<file path="src/rtl/boron_pkg.sv">
// Shared definitions for the boron key schedule: sizes, S-box tables and FSM states.
package boron_pkg;
  localparam int ROUNDS     = 25;
  localparam int KEY_ROT    = 13;
  localparam int KEY_W      = 128;
  localparam int RK_W       = 64;
  localparam int RND_W      = 5;
  localparam int SBOX_LANES = 2;   // nibbles [3:0] and [7:4] go through the S-box

  // Forward S-box, indexed by input nibble 0..F.
  localparam logic [3:0] SBOX [16] = '{
    4'hE, 4'h4, 4'hB, 4'h1, 4'h7, 4'h9, 4'hC, 4'hA,
    4'hD, 4'h2, 4'h0, 4'hF, 4'h8, 4'h5, 4'h3, 4'h6
  };

  // Inverse S-box, indexed by input nibble 0..F.
  localparam logic [3:0] INV_SBOX [16] = '{
    4'hA, 4'h3, 4'h9, 4'hE, 4'h1, 4'hD, 4'hF, 4'h4,
    4'hC, 4'h5, 4'h7, 4'h2, 4'h6, 4'h8, 4'h0, 4'hB
  };

  typedef enum logic [1:0] {IDLE, FWD, EMIT, DONE} state_t;
endpackage

</file>
<file path="src/rtl/boron_gate.sv">
// Forward 4-bit S-box lane.
module boron_gate (
  input  logic [3:0] x,
  output logic [3:0] y
);
  import boron_pkg::*;
  assign y = SBOX[x];
endmodule

</file>
<file path="src/rtl/boron_inv_gate.sv">
// Inverse 4-bit S-box lane; undoes boron_gate.
module boron_inv_gate (
  input  logic [3:0] x,
  output logic [3:0] y
);
  import boron_pkg::*;
  assign y = INV_SBOX[x];
endmodule

</file>
<file path="src/rtl/boron_key_inv.sv">
// Decryption key sequencer: runs the key schedule forward from K0 to K25, then
// walks it back one round per handshake, emitting RK25 .. RK0.
// Optional build macro BORON_KEY_INV_PRELOAD_EN adds a preload input that lets
// the caller supply K25 directly and skip the forward pass.
module boron_key_inv (
  input  logic         clk,
  input  logic         reset,
  input  logic         start,
`ifdef BORON_KEY_INV_PRELOAD_EN
  input  logic         preload,
`endif
  input  logic [127:0] key_in,
  input  logic         rk_ready,
  output logic [63:0]  rk_out,
  output logic         rk_valid,
  output logic [4:0]   rk_round,
  output logic         busy,
  output logic         done
);
  import boron_pkg::*;

  state_t                       state_q, state_d;
  logic [KEY_W-1:0]             key_q, fwd_rot, fwd_key, inv_mix, inv_sub, inv_key;
  logic [RK_W-1:0]              rk_out_q;
  logic [RND_W-1:0]             rnd_q, rnd_dec;
  logic [SBOX_LANES-1:0][3:0]   fwd_nib, inv_nib;
  logic                         pre_sel;

`ifdef BORON_KEY_INV_PRELOAD_EN
  assign pre_sel = preload;
`else
  assign pre_sel = 1'b0;
`endif

  // Forward step: rotate left, substitute the low nibbles, mix in the round index.
  assign fwd_rot = {key_q[KEY_W-1-KEY_ROT:0], key_q[KEY_W-1:KEY_W-KEY_ROT]};
  // Inverse step: unmix the round index first, then substitute and rotate right.
  assign rnd_dec = rnd_q - RND_W'(1);

  genvar g;
  generate
    for (g = 0; g < SBOX_LANES; g++) begin : g_lane
      boron_gate     u_fwd (.x(fwd_rot[4*g +: 4]), .y(fwd_nib[g]));
      boron_inv_gate u_inv (.x(inv_mix[4*g +: 4]), .y(inv_nib[g]));
    end
  endgenerate

  // Assemble forward and inverse round results around the S-box lanes.
  always_comb begin
    fwd_key = fwd_rot;
    fwd_key[4*SBOX_LANES-1:0] = fwd_nib;
    fwd_key[RK_W-1 -: RND_W] = fwd_key[RK_W-1 -: RND_W] ^ rnd_q;
    inv_mix = key_q;
    inv_mix[RK_W-1 -: RND_W] = key_q[RK_W-1 -: RND_W] ^ rnd_dec;
    inv_sub = inv_mix;
    inv_sub[4*SBOX_LANES-1:0] = inv_nib;
    inv_key = {inv_sub[KEY_ROT-1:0], inv_sub[KEY_W-1:KEY_ROT]};
  end

  // State register.
  always_ff @(posedge clk or negedge reset) begin
    if (!reset) state_q <= IDLE;
    else        state_q <= state_d;
  end

  // Next-state and Moore outputs; start is only looked at in IDLE.
  always_comb begin
    state_d  = state_q;
    busy     = (state_q != IDLE);
    done     = 1'b0;
    rk_valid = 1'b0;
    case (state_q)
      IDLE: if (start) state_d = pre_sel ? EMIT : FWD;
      FWD:  if (rnd_q == RND_W'(ROUNDS-1)) state_d = EMIT;
      EMIT: begin
        rk_valid = 1'b1;
        if (rk_ready && rnd_q == '0) state_d = DONE;
      end
      DONE: begin
        done    = 1'b1;
        state_d = IDLE;
      end
      default: state_d = IDLE;
    endcase
  end

  // Key/round datapath. rk_out has its own register so it only moves when a
  // new round key becomes current, never during the forward pass.
  always_ff @(posedge clk or negedge reset) begin
    if (!reset) begin
      key_q    <= '0;
      rnd_q    <= '0;
      rk_out_q <= '0;
    end else begin
      case (state_q)
        IDLE: if (start) begin
          key_q <= key_in;
          if (pre_sel) begin
            rnd_q    <= RND_W'(ROUNDS);
            rk_out_q <= key_in[RK_W-1:0];
          end else begin
            rnd_q    <= '0;
          end
        end
        FWD: begin
          key_q <= fwd_key;
          rnd_q <= rnd_q + RND_W'(1);
          if (rnd_q == RND_W'(ROUNDS-1)) rk_out_q <= fwd_key[RK_W-1:0];
        end
        EMIT: if (rk_ready && rnd_q != '0) begin
          key_q    <= inv_key;
          rnd_q    <= rnd_dec;
          rk_out_q <= inv_key[RK_W-1:0];
        end
        default: ;
      endcase
    end
  end

  assign rk_out   = rk_out_q;
  assign rk_round = rnd_q;
endmodule
</file>
<file path="config.mk">
export PLATFORM = sky130hd
export DESIGN_NAME = boron_key_inv
export DESIGN_NICKNAME = d
export VERILOG_FILES = /design/src/rtl/boron_pkg.sv /design/src/rtl/boron_gate.sv /design/src/rtl/boron_inv_gate.sv /design/src/rtl/boron_key_inv.sv
export SDC_FILE = /design/constraint.sdc
export NUM_CORES = 1
export LEC_CHECK = 0
export CORE_MARGIN = 2
export CORE_UTILIZATION = 50
export DETAILED_ROUTE_END_ITERATION = 12
export PLACE_DENSITY = 0.82
export SETUP_SLACK_MARGIN = 0.1
export SLEW_MARGIN = 10
export SYNTH_ARGS = -nofsm -noshare
export SYNTH_HDL_FRONTEND = slang
export SYNTH_SLANG_ARGS = --single-unit
</file>
<file path="constraint.sdc">
create_clock -name clk -period 4.7 [get_ports clk]
set_clock_uncertainty 0.05 [all_clocks]
set_input_delay 0.94 -clock clk [delete_from_list [all_inputs] [get_ports clk]]
set_output_delay 0.94 -clock clk [all_outputs]
set_load 0.02 [all_outputs]
</file>
==> results by group <==
Status
  – Status: complete, no violations

Synth
  – Yosys reg bits: 199
  – Main synth FF type: dfrtp_1
  – Register area share after synthesis: 43.5%
  – Dominant cell type by area after synthesis: dfrtp_1
  – Async SR Flop Fraction: 100%
  – Synth top area share: 43.5%
  – Count leader, synth: o21ai_0
  – Mapped Area: 11400 sq um
  – Post-synth EDFFs: 0
  – Post-synthesis net count: 1486
  – Post-synthesis instance total: 1329
  – Syn_area_per_cell: 8.61 sq um
  – Ranking of synthesized cells by area: dfrtp_1, o21ai_0, a22oi_1
  – Cell variety after synth: 52
  – Synth Warn #: 0
  – Post-synth top cells: o21ai_0, dfrtp_1, nand2_1

Timing
  – Final slew viol count: 0
  – FMAX: 0.276 GHz
  – Worst Tran Pin Value: 1.21 ns
  – Crit path time final: 3.63 ns
  – Endpoints failing setup: 0
  – Final setup TNS: 0 ns
  – RSZ-0062 raised after global routing: no
  – Relative slew slack: 19.6%
  – Fin crit share: 77.2%
  – Fin. Hold Viols: 0

Floorplan
  – Die Ht: 155 um
  – Full die area: 24100 sq um
  – Core Footprint: 22600 sq um
  – I/O pin cnt: 204
  – Starting Density: 50.7%
  – Die Width: 155 um
  – Site Rows: 55

Placed design
  – Number of port buffers: 203
  – Placer Congestion: 0.892
  – Post-DP HPWL: 25.8 mm

GRT
  – GRT Total Usage: 31.7%
  – Vias in the first global route: 10300
  – Gr ovfl total: 0
  – Largest net degree at the start of global routing: 133
  – Initial antenna violation count: 0
  – First-pass GRT wire length: 58.7 mm

Setup path
  – CP peak stage delay: 0.77 ns
  – CP Cell Sequence: inv_1, ha_4, clkdlybuf4s50_1
  – Critical path class: reg -> out
  – Buf/Inv on CP: 2
  – WP data required: 3.71 ns
  – Crit start category: register
  – Worst path slowest cell: ha_4
  – CP top delay family: buffers and inverters
  – CP Data Arrival Time: 2.64 ns
  – Largest fanout on the critical path: 69
  – CP endpoint kind: primary output

Drt
  – DR vias/cell: 6.41
  – DRT Wirelength: 38.4 mm
  – DR vias: 11200
  – DRC Markers: 0
  – DR pass1 iterations: 7
  – Routed Antenna Nets: 0
  – Wire per inst: 22.1 um
  – Iter 0 DRT Violations: 1858

Pwr
  – Power per Cell Area: 925 nW/um^2
  – Lkg Pwr: 5.67 nW
  – Max IR drop VDD: 0.000502 V
  – Pwr Total: 0.0131 W

Clock tree
  – Number of CTS-inserted buffers: 17
  – Setup Fix Bufs, Post-CTS: 0
  – Reg clk slew, reported paths: 0.07 ns
  – Root buffer cell: clkbuf_16
  – Post_cts resized: 0
  – TritonCTS clock tree: done
  – CTS HTree Levels: 4
  – CTS Hold Bufs: 0
  – Clk sinks: 199
  – Clk Latency, worst-skew pair: 0.45 ns
  – Bufs on Longest Clock Path: 2

Finish
  – Fillers: 1889
  – Syn-to-layout area delta: 23.5%
  – N_diodes: 0
  – Share of cells above drive strength 1: 5.30%
  – Final #Nets: 1598

Job
  – Max-cap violations: 0

Worst hold path
  – Worst min-delay path class: reg -> reg
[layer usage]
layer,vias to the layer above,wire length [um],global-route usage [%]
li1,4991,-,-
met1,5320,14700,44.4
met2,778,17700,48.8
met3,65,4770,6.99
met4,0,1240,11.2
met5,-,0,0
[logic make-up (layout without fill, tap and decap cells)]
logic type / count (synthesis) / in the layout / share of synthesized area, %
mux: 87 / 87 / 7.86
simple gates: 296 / 296 / 11.1
fa+ha+maj: 25 / 25 / 2.73
xor+xnor: 14 / 14 / 1.07
buf+inv: 144 / 269 / 5.18
compound gates: 564 / 564 / 28.6
flops: 199 / 199 / 43.5
[stage by stage]
| step | util, % | area, sq um | hold slack [ns] | worst slack, ns | cells |
|---|---|---|---|---|---|
| finish | 62.6 | 14100 | 0.475 | 1.07 | 1739 |
| global route | 62.6 | 14100 | 0.491 | 0.927 | 1739 |
| CTS | 62.6 | 14100 | 0.481 | 1.05 | 1739 |
| detailed placement | 60.0 | 13500 | 0.465 | 1.46 | 1707 |
| global placement | 60.0 | 13500 | 0.449 | 1.54 | 1707 |
| floorplan | - | 11400 | 0.449 | 2.14 | 1329 |
[flip-flops by register name, indices dropped and copies added (netlist names)]
name and cells:
state_q 2, key_q 128, rk_out 64, rk_round 5
[report_power, final]
| group | switching, W | internal, W |
|---|---|---|
| registers | 0.00122 | 0.00266 |
| logic | 0.00465 | 0.00301 |
| clock network | 0.000726 | 0.000798 |
[layout make-up]
class,instances,area (sq um),area share [%]
clock buffer,17,425,3.01
tap,285,357,2.52
inverter,15,56.3,0.398
multi-input combinational,986,5930,42.0
clock inverter,15,169,1.20
sequential,199,4980,35.2
timing repair buffer,222,2220,15.7
[tightest hold or removal path: stages, from the launching register on]
cell and delay (ns):
dfrtp_1 0.34, nor2_1 0.05, a21oi_1 0.10
[path summary, 6_finish.rpt]
| path | start | endpoint | slack [ns] | depth (start not counted) |
|---|---|---|---|---|
| worst max register to register | state_q[0] | rk_out[29] | 1.34 | 7 |
| max in group asynchronous | reset | key_q[17] | 2.98 | 2 |
| worst max-delay path | state_q[0] | rk_valid | 1.07 | 3 |
| worst min register to register | rk_out[33] | rk_out[33] | 0.47 | 2 |
| worst min-delay path | rk_out[33] | rk_out[33] | 0.47 | 2 |
| min in group asynchronous | reset | rk_out[25] | 0.57 | 1 |
[cell usage in the layout (no fill, tap or decap), drive strengths merged, types with 3 or more instances in the layout]
master | synthesis | final
buf | 37 | 19
mux2 | 23 | 23
mux2i | 64 | 64
xor2 | 4 | 4
nor2b | 11 | 11
a22o | 5 | 5
o31ai | 7 | 7
or2 | 3 | 3
nand2b | 21 | 21
xnor2 | 10 | 10
clkinv | 0 | 6
ha | 25 | 25
nand4 | 4 | 4
a41oi | 7 | 7
inv | 15 | 20
o211ai | 3 | 3
clkdlybuf4s50 | 0 | 202
nand3 | 5 | 5
a32oi | 6 | 6
o21ai | 339 | 339
nor3 | 5 | 5
nand2 | 149 | 149
dfrtp | 199 | 199
a31oi | 11 | 11
a21oi | 62 | 62
a22oi | 107 | 107
nor2 | 89 | 89
clkbuf | 92 | 18
Power figures use the tool's default switching activity.
